### src/rtl/wb_slave_mux.sv
// rtl/wb_slave_mux.sv - Wishbone classic 1-master to N-slave router with decode/timeout errors
module wb_slave_mux #(
  parameter int NUM_SLAVES     = 2,
  parameter int TIMEOUT_CYCLES = 255
) (
  input  logic                       clk_i,
  input  logic                       rst_i,
  input  logic [NUM_SLAVES-1:0]      input_select,
  input  logic [31:0]                m_adr_i,
  input  logic [31:0]                m_dat_i,
  input  logic [3:0]                 m_sel_i,
  input  logic                       m_we_i,
  input  logic                       m_cyc_i,
  input  logic                       m_stb_i,
  output logic [31:0]                m_dat_o,
  output logic                       m_ack_o,
  output logic                       m_err_o,
  output logic [31:0]                s_adr_o,
  output logic [31:0]                s_dat_o,
  output logic [3:0]                 s_sel_o,
  output logic                       s_we_o,
  output logic [NUM_SLAVES-1:0]      s_cyc_o,
  output logic [NUM_SLAVES-1:0]      s_stb_o,
  input  logic [NUM_SLAVES-1:0][31:0] s_dat_i,
  input  logic [NUM_SLAVES-1:0]      s_ack_i,
  input  logic [NUM_SLAVES-1:0]      s_err_i
);

  localparam int GW = (NUM_SLAVES > 1) ? $clog2(NUM_SLAVES) : 1;
  localparam int TW = $clog2(TIMEOUT_CYCLES + 1);
  localparam logic [TW-1:0] TMO_LAST = TW'(TIMEOUT_CYCLES - 1);

  typedef enum logic [1:0] {
    ST_IDLE   = 2'd0,
    ST_ACTIVE = 2'd1,
    ST_ERR    = 2'd2
  } state_t;

  state_t         state_q;
  logic [GW-1:0]  grant_q;
  logic [TW-1:0]  tmo_q;

  logic           sel_seen;
  logic           sel_multi;
  logic [GW-1:0]  sel_idx;
  logic           sel_one_hot;

  // Shared request lines go to every slave untouched; only cyc/stb are steered
  assign s_adr_o = m_adr_i;
  assign s_dat_o = m_dat_i;
  assign s_sel_o = m_sel_i;
  assign s_we_o  = m_we_i;

  // Reduce the decoder's select vector to "exactly one hit" plus the index of that hit
  always_comb begin
    sel_seen  = 1'b0;
    sel_multi = 1'b0;
    sel_idx   = '0;
    for (int i = 0; i < NUM_SLAVES; i++) begin
      if (input_select[i]) begin
        if (sel_seen) sel_multi = 1'b1;
        sel_seen = 1'b1;
        sel_idx  = GW'(i);
      end
    end
  end

  assign sel_one_hot = sel_seen & ~sel_multi;

  // Route strobes to the granted slave and its response back; ERR emits a lone error pulse
  always_comb begin
    s_cyc_o = '0;
    s_stb_o = '0;
    m_ack_o = 1'b0;
    m_err_o = 1'b0;
    m_dat_o = '0;
    if (state_q == ST_ACTIVE) begin
      s_cyc_o[grant_q] = m_cyc_i;
      s_stb_o[grant_q] = m_stb_i;
      // A master that has dropped cyc has abandoned the transfer and must see nothing
      m_ack_o = m_cyc_i & s_ack_i[grant_q];
      m_err_o = m_cyc_i & s_err_i[grant_q];
      m_dat_o = s_dat_i[grant_q];
    end else if (state_q == ST_ERR) begin
      m_err_o = 1'b1;
    end
  end

  // Transaction FSM: decode in IDLE, hold grant through ACTIVE, one-cycle ERR back to IDLE
  always_ff @(posedge clk_i) begin
    if (rst_i) begin
      state_q <= ST_IDLE;
      grant_q <= '0;
      tmo_q   <= '0;
    end else begin
      case (state_q)
        ST_IDLE: begin
          if (m_cyc_i && m_stb_i) begin
            if (sel_one_hot) begin
              grant_q <= sel_idx;
              tmo_q   <= '0;
              state_q <= ST_ACTIVE;
            end else begin
              state_q <= ST_ERR;
            end
          end
        end
        ST_ACTIVE: begin
          if (!m_cyc_i) begin
            state_q <= ST_IDLE;
          end else if (s_ack_i[grant_q] || s_err_i[grant_q]) begin
            state_q <= ST_IDLE;
          end else if (tmo_q == TMO_LAST) begin
            state_q <= ST_ERR;
          end else begin
            tmo_q <= tmo_q + 1'b1;
          end
        end
        ST_ERR:  state_q <= ST_IDLE;
        default: state_q <= ST_IDLE;
      endcase
    end
  end

endmodule

### config.mk
export PLATFORM = sky130hd
export DESIGN_NAME = wb_slave_mux
export DESIGN_NICKNAME = d
export VERILOG_FILES = /design/src/rtl/wb_slave_mux.sv
export SDC_FILE = /design/constraint.sdc
export NUM_CORES = 1
export LEC_CHECK = 0
export CAP_MARGIN = 20
export CORE_AREA = 2 2 98 100
export DETAILED_ROUTE_END_ITERATION = 8
export DIE_AREA = 0 0 100 102
export PLACE_DENSITY = 0.8
export SLEW_MARGIN = 10
export SYNTH_ARGS = -nofsm -noshare
export SYNTH_HDL_FRONTEND = slang
export SYNTH_SLANG_ARGS = --single-unit
### constraint.sdc
create_clock -name clk_i -period 1.89 [get_ports clk_i]
set_clock_uncertainty 0.1 [all_clocks]
set_input_delay 0.2835 -clock clk_i [delete_from_list [all_inputs] [get_ports clk_i]]
set_output_delay 0.2835 -clock clk_i [all_outputs]
set_load 0.01 [all_outputs]
Yosys cells after proc, flatten, opt, wreduce, memory -nomap -nowiden. Index checks and enable logic that the tools add are counted.

Output and inout port bits: 107. Logic and storage cells: 60. Input port bits: 143. Register bits: 11.

Bitwise operators: 6. Reductions and logical operators: 8. Eq/ne operators: 9. Muxes and demuxes: 31. $add $sub $neg: 1. Order comparisons: 2.

Operator list (number): two-way mux 32 bit (3); two-way mux 8 bit (5); one-hot mux 8 bit (2 select lines) (1); two-way mux 2 bit (7); two-way mux 1 bit (13); != test 2 bit, second input constant (5); adder 8 x 1 -> 8 bit, second input constant (1); equality test 8 bit, second input constant (1); AND reduction 6 bit (1); AND 2 bit (2); != test 4 x 2 -> 1 bit, second input constant (1); one-hot mux 2 bit (2 select lines) (1); AND 1 bit (3); AND reduction 3 bit (1); equality test 2 x 1 -> 1 bit, second input constant (1); equality test 2 bit, second input constant (1); logical AND 1 bit (2); logical NOT 2 bit (1); < comparator 1 x 2 -> 1 bit, second input constant (1); AND reduction 2 bit (1); nonzero test 2 bit (1); demux 1 bit (select 1 bit) (1); >= comparator 1 bit, second input constant (1); logical OR 1 bit (1); inverter 1 bit (1).

Depth between registers and ports, before layout. Gate-level depths: netlist of the first run.

Depth in word-level cells: 8. Mapped depth: 6.

Worst setup path after synthesis of the first run. No wires, ideal clock.

Path kind: reg-to-reg. From: register grant_q. To: register tmo_q[5]. Clock period less this slack: 1789 ps. Data arrival time: 1614 ps. Buffers on the path: 1. Slack: 101 ps. Cell stages (with the launch flop): 6. Path through: dfxtp_1 > buf_2 > or3_4 > a21o_1 > or4_1 > a31oi_1.

Longest elaborated chain between the ends: 5. Elaborated cells between the ends (all ways): 7. Classes of those cells: eq/ne (1); mux (4); reduce/logical (2).

RTL lines: start, declared (line 40) `logic [GW-1:0] grant_q;`; start signal, assigned (line 100) `grant_q <= sel_idx;`; two-way mux 1 bit (not written as such) (2 in a row) (line 111) `end else if (s_ack_i[grant_q] || s_err_i[grant_q]) begin`; logical OR 1 bit (*) (line 111); != test 2 bit (no line) (*); AND reduction 6 bit (no line) (*); end signal, assigned (line 116) `tmo_q <= tmo_q + 1'b1;`; end, declared (line 41) `logic [TW-1:0] tmo_q;`.

Every way passes the cells marked *; elsewhere a longest branch is shown, timed or not. The select of a mux whose other input is x is not followed. A chain may end at the register's enable or synchronous reset.

Final worst setup path of the first run. Same ends and word-level chain as after synthesis.

==> results.md, run 1 <==
* Status: finished with violations
* Failing checks: negative setup slack
* Crit. End Element: flop
* Sequential fraction of the synthesis area at 13.2%
* CP startpoint kind: flop
* Longest Clk Path Bufs at 2
* Most instantiated library cell after synthesis: buf_4
* Leakage dissipation at 1.09 nW
* Synth area leader: buf_4
* DP Wirelength at 5.56 mm
* Die Ht at 102 µm
* Worst Max-Slew Pin Slew at 0.460 ns
* Synth warnings at 0
* CP Max Fanout at 6
* Die ar. at 10200 µm²
* Clock Pin Slew Worst Setup and Hold Paths at 0.05 ns
* Cells after Synth at 224
* Htree depth at 1
* Post-synthesis register bit count at 11
* Final #Nets at 435
* Area occupied by multi-input gates at 941 µm²
* TritonCTS Sinks at 11
* Reg-to-reg setup timing slack at -0.05 ns
* Syn Nets at 369
* Ranking of synthesized cells by area: buf_4, mux2i_1, dfxtp_1, nor2_1, nand2_1
* Number of global-route vias before repair at 1780
* Power share of the sequential group at 27.9%
* Register area at 226 µm²
* Setup ws final at -0.0513 ns
* Tot GR Track Use at 12.6%
* Clk Latency, worst-skew pair at 0.25 ns
* RSZ-0062 raised after global routing: yes
* Switch share at 27.3%
* Pint at 0.624 mW
* Post-synthesis cell type count at 36
* Wire per inst at 17.5 µm
* Fin. Hold Viols at 0
* Ratio of cells with drive above 1 in the final layout at 18.0%
* Ys flop type: dfxtp_1
* Antenna diode instance count at 0
* Avg Cell Area, Syn at 7.44 µm²
* Gr ovfl total at 0
* DR vias at 1791
* Worst hold path class: reg2reg
* TritonCTS clock tree: done
* Setup TNS at -0.0513 ns
* Final setup violation count at 1
* Highest Clock Rate at 0.515 GHz
* DR iter-0 viols at 82
* Die X at 100 µm
* Top cell type's share of synthesized area at 31.1%
* FP Rows at 35
* CTS root buf: clkbuf_8
* Max Slew Vio Count at 0
* First-pass GRT wire length at 9.56 mm
* # IOs at 250
* Critical Path RT at 1.95 ns
* Top post-synthesis cells by count: buf_4, nor2_1, mux2i_1
* Post-DRT Antenna Nets at 0
* Post-synth EDFFs at 0
* Max Cap Viol at 0
* Critical Path AT at 2.00 ns
* Initial core utilization at 18.3%
* Combinational Power Share at 43.4%
* Post-route clock period utilization at 103%
* Routed wire length at 6.99 mm
* Hold slack at 0.398 ns
* Total CTS buffers at 3
* Slew HR at 69.2%
* Via density at 4.48
* Switching power at 0.234 mW
* Asr flop ratio synth at 0%
* VDD IR max at 0.000167 V
* DR pass1 iterations at 4
* DRC Markers at 0
* Pre-CTS setup slack at -0.406 ns
* Clock share of power at 28.7%
* Antenna violations before repair at 0
* GP Congestion at 0.741
* PwrDens at 314 nW/µm²
* Cts hold-fix bufs at 0
* Largest net degree at the start of global routing at 32
* Core Area at 9110 µm²
* Post-Syn Area at 1670 µm²
* Min cycle time layout at 1.94 ns
* Filler cells at 983
* Kind of critical path: reg2reg
* Port bufs at 111
* Layout area overhead at 63.9%
## logic make-up (layout without fill, tap and decap cells)
| logic type | Yosys count | after routing | share of synthesized area [%] |
|---|---|---|---|
| xor+xnor | 1 | 1 | 0.526 |
| flops | 11 | 11 | 13.2 |
| mux | 34 | 34 | 20.4 |
| fa+ha+maj | 2 | 2 | 1.50 |
| compound gates | 27 | 27 | 11.6 |
| buf+inv | 83 | 148 | 34.5 |
| simple gates | 66 | 66 | 18.2 |
## through the flow
step	area (µm²)	util (%)	std cells	total power [mW]
3_3_place_gp	2530	27.8	385	0.592
3_5_place_dp	2530	27.8	385	0.593
5_1_grt	2730	30.0	400	0.896
4_1_cts	2640	29.0	394	0.847
6_report	2730	30.0	400	0.857
2_1_floorplan	1670	-	224	0.496
## critical path, stage by stage, from the launching register on
cell,delay (ns)
dfxtp_4,0.37
buf_6,0.14
or3_4,0.38
a21o_1,0.23
or4_1,0.47
a31oi_1,0.17
## state kept, by name (all words and copies together) (netlist names)
signal / flops
tmo_q: 8
state_q: 2
grant_q: 1
## metal layers
layer,vias to the layer above,global-route usage (%),wire (µm)
met4,0,5.58,321
met5,-,0,0
met1,825,12.7,2380
li1,837,-,-
met2,96,22.7,3630
met3,33,5.27,665
## cells in the final DEF (no fill, tap or decap), types with 5 or more instances in the layout
cell             count
clkdlybuf4s50_1     70
clkbuf_2             5
buf_4               22
nand2_1              8
dlygate4sd2_1       22
mux2i_1             30
dfxtp_1              8
clkdlybuf4s15_1     12
nor2_1              38
## repair_timing
item	in CTS	in global routing
resized for setup	59	31
buffers inserted	4	5
pin swaps	4	3
gates cloned	1	1
endpoints found under the setup margin	44	19
## power by group through the flow
stage | sequential, mW | clock, mW | combinational (mW)
finish | 0.239 | 0.246 | 0.372
global route | 0.240 | 0.258 | 0.398
CTS | 0.241 | 0.250 | 0.355
detailed placement | 0.245 | 0 | 0.348
global placement | 0.245 | 0 | 0.347
floorplan | 0.242 | 0 | 0.254
## final cells by class
cell class	count	share of cell area (%)
timing repair buffer	140	50.0
multi-input combinational	130	34.4
clock buffer	4	1.65
sequential	11	8.29
inverter	4	0.550
tap	111	5.08
## worst paths after layout
kind | endpoint | from | cells past startpoint
setup / recovery | tmo_q[5]$_SDFFE_PP0P_ | grant_q$_SDFFE_PP0P_ | 5
hold reg to reg | tmo_q[6]$_SDFFE_PP0P_ | tmo_q[6]$_SDFFE_PP0P_ | 1
hold / removal | tmo_q[6]$_SDFFE_PP0P_ | tmo_q[6]$_SDFFE_PP0P_ | 1
setup reg to reg | tmo_q[5]$_SDFFE_PP0P_ | grant_q$_SDFFE_PP0P_ | 5
(Power assumes the default switching activity.)
==> inputs of run 2 (changes only) <==
CORE_AREA = 2 2 96 98   (was 2 2 98 100)
CTS_BUF_LIST = sky130_fd_sc_hd__clkbuf_8   (was not set)
DIE_AREA = 0 0 98 100   (was 0 0 100 102)
PLACE_DENSITY = 0.71   (was 0.8)
==> results.md, run 2 (synthesized netlist as in run 1, its figures left out) <==
* Switch share at 27.2% (-0.11 points)
* Most frequent cells in the layout: clkdlybuf4s50_1, nor2_1, buf_4
* Worst hold path class: reg2reg
* Post-route clock period utilization at 99.6% (-3.1 points)
* First-pass GRT wire length at 10.2 mm (+6.6%)
* Die Ht at 100 µm (-2.0%)
* Antenna diode instance count at 0 (unchanged)
* Total CTS buffers at 3 (unchanged)
* Highest Clock Rate at 0.531 GHz (+3.1%)
* DR vias at 1797 (+0.34%)
* Port bufs at 111 (unchanged)
* Power, Total at 0.860 mW (+0.28%)
* DP Wirelength at 5.82 mm (+4.7%)
* Initial core utilization at 18.7% (+0.45 points)
* GP Congestion at 0.876 (+18%)
* Filler cells at 949 (-3.5%)
* Largest regs: tmo_q (8), state_q (2), grant_q (1)
* Longest Clk Path Bufs at 2 (unchanged)
* Max Slew Vio Count at 0 (unchanged)
* CTS root buf: clkbuf_8
* Core Area at 8890 µm² (-2.4%)
* Tot GR Track Use at 13.2% (+0.62 points)
* Largest net degree at the start of global routing at 27 (-16%)
* Kind of critical path: in2reg
* Worst Max-Slew Pin Slew at 0.503 ns (+0.0426 ns)
* CP Max Fanout at 3 (-3)
* Max Cap Viol at 0 (unchanged)
* Clock Pin Slew Worst Setup and Hold Paths at 0.05 ns (about the same)
* Ratio of cells with drive above 1 in the final layout at 23.9% (+5.9 points)
* Pint at 0.626 mW (+0.44%)
* Final setup violation count at 0 (-1)
* Cts hold-fix bufs at 0 (unchanged)
* PwrDens at 304 nW/µm² (-3.1%)
* Power share of the sequential group at 28.0% (about the same)
* Switching power at 0.234 mW (-0.12%)
* Htree depth at 1 (unchanged)
* DR pass1 iterations at 4 (unchanged)
* Most common cell after layout, fill and taps aside: clkdlybuf4s50_1
* # IOs at 250 (unchanged)
* Antenna violations before repair at 0 (unchanged)
* FP Rows at 35 (unchanged)
* Min cycle time layout at 1.88 ns (-0.0591 ns)
* Setup TNS at 0 ns (+0.0513 ns)
* TritonCTS clock tree: done
* TritonCTS Sinks at 11 (unchanged)
* Number of global-route vias before repair at 1792 (+0.67%)
* Final #Nets at 443 (+1.8%)
* RSZ-0062 raised after global routing: yes
* CP startpoint kind: primary input
* Hold slack at 0.413 ns (+0.0152 ns)
* Critical Path AT at 1.95 ns (-0.05 ns)
* DR iter-0 viols at 31 (-62%)
* Critical Path RT at 1.96 ns (about the same)
* Area occupied by multi-input gates at 1000 µm² (+6.5%)
* Gr ovfl total at 0 (unchanged)
* Combinational Power Share at 44.3% (+0.9 points)
* Routed wire length at 7.20 mm (+2.9%)
* Crit. End Element: flop
* Register area at 229 µm² (+1.1%)
* Wire per inst at 17.6 µm (+0.87%)
* Clk Latency, worst-skew pair at 0.24 ns (about the same)
* Clock share of power at 27.7% (-1.0 points)
* Post-DRT Antenna Nets at 0 (unchanged)
* DRC Markers at 0 (unchanged)
* Layout area overhead at 69.6%
* Fin. Hold Viols at 0 (unchanged)
* Leakage dissipation at 1.15 nW (+5.9%)
* VDD IR max at 0.000159 V (-4.4%)
* Die X at 98 µm (-2.0%)
* Largest Register: tmo_q
* Slew HR at 66.4% (-2.8 points)
* Via density at 4.40 (-1.6%)
* Status: finished, final reports clean
* Max reg flops at 8 (unchanged)
* Die ar. at 9800 µm² (-3.9%)
==> run 2: cell count changes in the layout (fill, tap and decap cells not counted), sizes merged <==
| cell | previous run | this run |
|---|---|---|
| buf | 29 | 40 |
| clkbuf | 10 | 9 |
| clkdlybuf4s15 | 12 | 8 |
| dlymetal6s2s | 1 | 2 |
| inv | 4 | 5 |
==> run 2: layout make-up <==
cell class              count  area share (%)
clock inverters             1           0.133
flip-flops and latches     11            8.10
well taps                 111            4.91
repair buffers            148            49.4
inverters                   4           0.531
clock buffers               3            1.46
multi-input cells         130            35.5
==> run 2: layer usage <==
metal  track usage (%)  vias up  wire length, µm
met3              7.52       34              916
met1              15.7      825             2780
met5                 0        -                0
met4              5.77        0              259
met2              19.3       91             3240
li1                  -      847                -
==> run 2: critical path: stages <==
cell	delay (ns)
clkdlybuf4s50_1	0.42
or3_4	0.39
a21o_1	0.20
or4_4	0.48
a31oi_1	0.17
==> run 2: power groups by stage <==
| stage | sequential, mW | combinational (mW) | clock (mW) |
|---|---|---|---|
| after floorplan | 0.242 | 0.254 | 0 |
| after global routing | 0.241 | 0.407 | 0.252 |
| after detailed placement | 0.246 | 0.346 | 0 |
| after global placement | 0.246 | 0.343 | 0 |
| after CTS | 0.241 | 0.367 | 0.239 |
| final | 0.240 | 0.381 | 0.238 |
==> run 2: what timing repair did <==
| item | 4_1_cts | 5_1_grt |
|---|---|---|
| endpoints found under the setup margin | 45 | 28 |
| gates cloned | 0 | 0 |
| pin swaps | 4 | 4 |
| setup buffers | 14 | 4 |
| resized for setup | 65 | 38 |
==> run 2: final timing paths <==
| path | startpoint | to | slack [ns] | cells past startpoint |
|---|---|---|---|---|
| setup / recovery | s_ack_i[0] | tmo_q[5]$_SDFFE_PP0P_ | 0.008 | 5 |
| hold / removal | tmo_q[7]$_SDFFE_PP0P_ | tmo_q[7]$_SDFFE_PP0P_ | 0.41 | 2 |
| hold reg to reg | tmo_q[7]$_SDFFE_PP0P_ | tmo_q[7]$_SDFFE_PP0P_ | 0.41 | 2 |
| setup reg to reg | state_q[1]$_SDFFE_PP0P_ | tmo_q[5]$_SDFFE_PP0P_ | 0.02 | 5 |
==> run 2: metrics by stage <==
step / cell area, µm² / setup WS, ns / cells / util (%)
4_1_cts: 2730 / -0.0530 / 404 / 30.7
3_5_place_dp: 2550 / -0.364 / 386 / 28.7
3_3_place_gp: 2550 / -0.279 / 386 / 28.7
2_1_floorplan: 1670 / 0.101 / 224 / -
6_report: 2830 / 0.00782 / 408 / 31.8
5_1_grt: 2830 / -0.0236 / 408 / 31.8
